<file path="config.mk">
export PLATFORM = sky130hd
export DESIGN_NAME = grf_wport_arb
export DESIGN_NICKNAME = d
export VERILOG_FILES = /design/src/rtl/grf_wport_arb_pkg.sv /design/src/rtl/grf_aux_fifo.sv /design/src/rtl/grf_wport_arb.sv
export SDC_FILE = /design/constraint.sdc
export NUM_CORES = 1
export LEC_CHECK = 0
export ABC_AREA = 1
export ABC_CLOCK_PERIOD_IN_PS = 1940
export CAP_MARGIN = 0
export CORE_MARGIN = 5
export CORE_UTILIZATION = 33
export DETAILED_ROUTE_END_ITERATION = 8
export HOLD_SLACK_MARGIN = 0.1
export REMOVE_ABC_BUFFERS = 1
export SYNTH_ARGS = -nofsm -noshare
export SYNTH_HDL_FRONTEND = slang
export SYNTH_HIERARCHICAL = 1
export SYNTH_SLANG_ARGS = --single-unit
</file>
<file path="constraint.sdc">
create_clock -name Clk -period 1.94 [get_ports Clk]
set_clock_uncertainty 0.05 [all_clocks]
set_input_delay 0.388 -clock Clk [delete_from_list [all_inputs] [get_ports Clk]]
set_output_delay 0.388 -clock Clk [all_outputs]
set_load 0.03 [all_outputs]
</file>
<file path="src/rtl/grf_wport_arb_pkg.sv">
// grf_wport_arb_pkg: shared widths, zero-register constant and aux-entry type
// for the grf write-port arbiter.
package grf_wport_arb_pkg;
   localparam int AW = 5;
   localparam int DW = 32;
   localparam logic [AW-1:0] REG_ZERO = '0;
   typedef struct packed {
      logic          valid;
      logic [AW-1:0] addr;
      logic [DW-1:0] data;
   } aux_entry_t;
endpackage

</file>
<file path="src/rtl/grf_aux_fifo.sv">
// grf_aux_fifo: circular buffer of aux writes with per-entry valid,
// address squash and pending-write lookup.
module grf_aux_fifo
   import grf_wport_arb_pkg::*;
#(
   parameter  int DEPTH = 2,
   localparam int CW    = $clog2(DEPTH + 1),
   localparam int PW    = (DEPTH > 1) ? $clog2(DEPTH) : 1
) (
   input  logic          Clk,
   input  logic          Reset,
   input  logic          push_i,
   input  logic [AW-1:0] push_addr_i,
   input  logic [DW-1:0] push_data_i,
   input  logic          pop_i,
   input  logic          squash_i,
   input  logic [AW-1:0] squash_addr_i,
   input  logic [AW-1:0] raddr1_i,
   input  logic [AW-1:0] raddr2_i,
   output logic [CW-1:0] count_o,
   output aux_entry_t    head_o,
   output logic          any_valid_o,
   output logic          match1_o,
   output logic          match2_o
);
   aux_entry_t    mem_q [DEPTH];
   aux_entry_t    mem_d [DEPTH];
   logic [PW-1:0] rd_q, rd_d, wr_q, wr_d;
   logic [CW-1:0] cnt_q, cnt_d;

   // The slot being pushed is always free, so a same-cycle squash never hits the new entry.
   always_comb begin
      mem_d = mem_q;
      for (int i = 0; i < DEPTH; i++)
         if (squash_i && mem_q[i].addr == squash_addr_i) mem_d[i].valid = 1'b0;
      if (pop_i) mem_d[rd_q].valid = 1'b0;
      if (push_i) mem_d[wr_q] = '{valid: 1'b1, addr: push_addr_i, data: push_data_i};
      rd_d  = !pop_i ? rd_q : (rd_q == PW'(DEPTH - 1)) ? '0 : rd_q + 1'b1;
      wr_d  = !push_i ? wr_q : (wr_q == PW'(DEPTH - 1)) ? '0 : wr_q + 1'b1;
      cnt_d = cnt_q + CW'(push_i) - CW'(pop_i);
   end

   always_ff @(posedge Clk) begin
      if (!Reset) begin
         for (int i = 0; i < DEPTH; i++) mem_q[i] <= '0;
         rd_q  <= '0;
         wr_q  <= '0;
         cnt_q <= '0;
      end else begin
         mem_q <= mem_d;
         rd_q  <= rd_d;
         wr_q  <= wr_d;
         cnt_q <= cnt_d;
      end
   end

   always_comb begin
      any_valid_o = 1'b0;
      match1_o    = 1'b0;
      match2_o    = 1'b0;
      for (int i = 0; i < DEPTH; i++) begin
         any_valid_o |= mem_q[i].valid;
         match1_o    |= mem_q[i].valid && mem_q[i].addr == raddr1_i && raddr1_i != REG_ZERO;
         match2_o    |= mem_q[i].valid && mem_q[i].addr == raddr2_i && raddr2_i != REG_ZERO;
      end
   end

   assign head_o  = mem_q[rd_q];
   assign count_o = cnt_q;
endmodule

</file>
<file path="src/rtl/grf_wport_arb.sv">
// grf_wport_arb: shares the grf write port between the W stage (fixed priority)
// and a FIFO-buffered aux writer, with pending lookups and a starvation stall request.
module grf_wport_arb
   import grf_wport_arb_pkg::*;
#(
   parameter int DEPTH        = 2,
   parameter int STARVE_LIMIT = 4
) (
   input  logic          Clk,
   input  logic          Reset,
   input  logic          PW_En,
   input  logic [AW-1:0] PW_Addr,
   input  logic [DW-1:0] PW_Data,
   input  logic          AX_Valid,
   input  logic [AW-1:0] AX_Addr,
   input  logic [DW-1:0] AX_Data,
   output logic          AX_Ready,
   input  logic [AW-1:0] RAddr1,
   input  logic [AW-1:0] RAddr2,
   output logic          Pend1,
   output logic          Pend2,
   output logic          StallReq,
   output logic          RegWrite,
   output logic [AW-1:0] WAddr,
   output logic [DW-1:0] WData
);
   localparam int CW = $clog2(DEPTH + 1);
   localparam int SW = $clog2(STARVE_LIMIT + 1);

   logic [CW-1:0] count;
   aux_entry_t    head;
   logic          any_valid, match1, match2;
   logic          pipe_wr, push, pop;
   logic [SW-1:0] stv_q, stv_d;

   assign pipe_wr  = PW_En && PW_Addr != REG_ZERO;
   assign AX_Ready = Reset && count < CW'(DEPTH);
   assign push     = AX_Valid && AX_Ready && AX_Addr != REG_ZERO;
   // A squashed head retires silently even while the pipe owns the port.
   assign pop      = Reset && count != '0 && (!head.valid || !pipe_wr);

   grf_aux_fifo #(.DEPTH(DEPTH)) u_fifo (
      .Clk          (Clk),
      .Reset        (Reset),
      .push_i       (push),
      .push_addr_i  (AX_Addr),
      .push_data_i  (AX_Data),
      .pop_i        (pop),
      .squash_i     (pipe_wr),
      .squash_addr_i(PW_Addr),
      .raddr1_i     (RAddr1),
      .raddr2_i     (RAddr2),
      .count_o      (count),
      .head_o       (head),
      .any_valid_o  (any_valid),
      .match1_o     (match1),
      .match2_o     (match2)
   );

   always_comb begin
      stv_d = (pop || !any_valid) ? '0 :
              (pipe_wr && stv_q < SW'(STARVE_LIMIT)) ? stv_q + 1'b1 : stv_q;
   end

   always_ff @(posedge Clk) begin
      if (!Reset) stv_q <= '0;
      else        stv_q <= stv_d;
   end

   assign RegWrite = Reset && (pipe_wr || head.valid);
   assign WAddr    = !Reset ? REG_ZERO : pipe_wr ? PW_Addr : head.valid ? head.addr : REG_ZERO;
   assign WData    = !Reset ? '0 : pipe_wr ? PW_Data : head.valid ? head.data : '0;
   assign Pend1    = Reset && match1;
   assign Pend2    = Reset && match2;
   assign StallReq = Reset && stv_q >= SW'(STARVE_LIMIT);
endmodule

</file>
==> flow_summary.yaml <==
global_routing:
  grt_pass1_wl_mm: 24.84
  grt_pass1_vias: 4997
  grt_usage_pct: 18.65
  gr-total-overflow: 0
  grt_max_degree: 46
  antenna_found_initial: 0
setup_path:
  crit_family: "buffers and inverters"
  endpoint: "WData[19]"
  cp.required_ns: 1.50
  cp-end-kind: "output port"
  slowest_stage: "dfxtp_4"
  criticalPathCategory: "flop to output port"
  crit_top_cell: "buf_6"
  cp_num_buf_inv: 3
  critPathMaxStageDelay_ns: 0.43
  crit_start: "u_fifo/rd_q"
  r2r_setup_slack_ns: 0.06
  path_cells: "nand2_4 > o21ai_4 > buf_6 > clkbuf_16 > nand3_2 > a21oi_2 > buf_6"
  critical_path_depth: 7
  r2r_end: "u_fifo/count_o[1]"
  r2r.worst_path.cells: 12
  r2r-start: "u_fifo/rd_q"
  start_kind: "flop"
  cp_max_fo: 5
  cp_data_arrival_time_ns: 1.63
outcome:
  status: "finished with violations"
  violations: "setup timing"
yosys:
  synth_seq_cells: 83
  synth_mux_area_share_pct: 0
  synth_top_family_by_area: "simple AND/OR/NAND/NOR gates"
  synthAdderAreaFrac_pct: 0.8183
  syn-cell-area_um2: 4587
  yosysWarnings: 6
  synthSimpleGateAreaFrac_pct: 37.42
  synthCells: 757
  synth.distinct_cells: 26
  yosysSeqAreaShare_pct: 36.22
  syn_avg_cell_area_um2: 6.059
  synth_compound_area_share_pct: 15.66
  synth_xor_area_share_pct: 0.5728
timing:
  drv_slew: 0
  worst_pin_slew_ns: 0.4096
  rsz0062_at_grt: "yes"
  hold_ws_ns: 0.4302
  period_share_pct: 106.6
  fmax_mhz: 483.4
  fin_ws_ns: -0.1288
  min_period_ns: 2.069
  slew_headroom_pct: 72.69
  finalHoldViolCount: 0
  final-setup-viol-count: 38
  setup_tns_ns: -3.344
place:
  post-dp-hpwl_mm: 10.89
  numPortBuffers: 129
  place.gp.congestion: 0.9217
  pre_cts_ws_ns: -0.4386
pwr:
  pwr-share-comb_pct: 34.9
  power_frac_seq_pct: 35.3
  power.total_mw: 5.730
  vdd_drop_max_v: 0.0004577
  leakagePower_nw: 3.185
  power_switching_mw: 1.931
  powerDensity_nw_per_um2: 788.9
  swShare_pct: 33.70
  clockPowerShare_pct: 29.8
  intPower_mw: 3.799
run:
  cap_violations: 0
drt:
  dr.first_iter.drc_count: 335
  wl_per_cell_um: 14.40
  wirelength_mm: 16.00
  dr.pass1.iters: 5
  via_per_inst: 4.796
  vias: 5328
  drc: 0
  ant_nets: 0
clock_tree:
  numCtsBuffers: 9
  htreeDepth: 3
  root_buffer: "clkbuf_16"
  insertion_delay_ns: 0.34
  clkTransAtPathRegs_ns: 0.06
  cts_tree: "done"
  cts.sinks: 83
  ctsHoldBuffers: 0
  clk_path_buf_depth: 2
die:
  start_util_pct: 33.30
  core_area_um2: 13770
  die_x_um: 127.9
  num_rows: 43
  die_area_um2: 16360
  fp.dieH_um: 127.9
  pin_count: 130
final_layout:
  mostFrequentLayoutCell: "nand2_1"
  drive_gt1_share_pct: 24.38
  fin_util_pct: 52.73
  area_growth_syn_to_layout_pct: 58.35
  fin_nets: 1017
  final_cell_mix: "nand2_1 (187), nor2_1 (171), o21ai_0 (75)"
  num_antenna_cells: 0
min_path:
  min_path_type: "flop to flop"
what timing repair did:
action,4_1_cts,5_1_grt
gates cloned,3,3
buffers inserted,7,8
pin swaps,14,21
endpoints found under the setup margin,41,59
resized for setup,79,97
power groups by stage:
stage	Combinational, mW	Sequential [mW]	Clock (mW)
floorplan	0.783	2.05	0
global placement	1.64	2.03	0
detailed placement	1.64	2.03	0
CTS	1.73	2.00	1.75
global route	2.19	2.04	1.83
finish	2.00	2.02	1.71
per-stage QoR:
stage,instances,cell area (µm²)
after floorplan,713,4362
final,1111,7263
after global routing,1111,7263
after detailed placement,1074,6246
after global placement,1074,6246
after CTS,1100,6797
flip-flops by register name, summed over array words and instances, names as in the netlist:
register / count
u_fifo/mem_q: 76
stv_q: 3
u_fifo/wr_q: 1
u_fifo/rd_q: 1
u_fifo/count_o: 2
how the worst min path moves through the flow:
stage | start | to | depth (start not counted)
floorplan | u_fifo/mem_q[19] | u_fifo/mem_q[19] | 2
global placement | u_fifo/mem_q[14] | u_fifo/mem_q[14] | 2
detailed placement | u_fifo/mem_q[7] | u_fifo/mem_q[7] | 2
CTS | u_fifo/mem_q[7] | u_fifo/mem_q[7] | 2
global route | u_fifo/mem_q[11] | u_fifo/mem_q[11] | 2
finish | u_fifo/mem_q[1] | u_fifo/mem_q[1] | 2
cell families (layout without fill, tap and decap cells):
logic type,Yosys count,after routing
buffers and inverters,97,271
and+or+nand+nor,429,429
AOI/OAI and AO/OA,142,142
DFF,83,83
adders and majority gates,3,3
xor gates and xnor gates,3,3
area by class of cell:
class                   instances  area, µm²
fillers                      1457       6510
multi-input cells             577       2791
repair buffers                201       2059
flip-flops and latches         83       1678
clock buffers                  11      232.7
well taps                     180      225.2
inverters                      53      209.0
clock inverters                 5      61.31
repair inverters                1      6.256
layer usage:
metal / GRT usage [%] / share of wire, %
met5: 0 / 0
met4: 3.496 / 0.74
met3: 5.375 / 6.2
met2: 30.62 / 47
met1: 24.60 / 46
tightest hold or removal path, delay by kind of cell (launching register included):
kind          cells  cell delay, ns
flops             1            0.32
simple gates      2            0.13
synthesized netlist by cell type:
cell	instances	area, µm²
buf_2	15	75.07
xor2_1	2	17.52
o21ai_0	79	395.4
buf_6	2	22.52
clkinv_1	1	3.750
buf_1	4	15.01
o22ai_1	6	37.54
nand2_4	1	11.26
buf_4	7	52.55
nand3_2	1	10.01
nand3_1	41	205.2
xnor2_1	1	8.760
dfxtp_1	83	1662
nor2_4	1	11.26
inv_2	4	15.01
inv_1	47	176.4
nor2_1	175	656.9
nor3_1	13	65.06
nand4_1	6	37.54
o21ai_1	8	40.04
inv_4	1	6.260
ha_1	3	37.54
clkbuf_1	16	60.06
nand2_2	1	6.260
a21oi_1	49	245.2
nand2_1	190	713.2
Note: power is estimated with default switching activity, not from simulation.
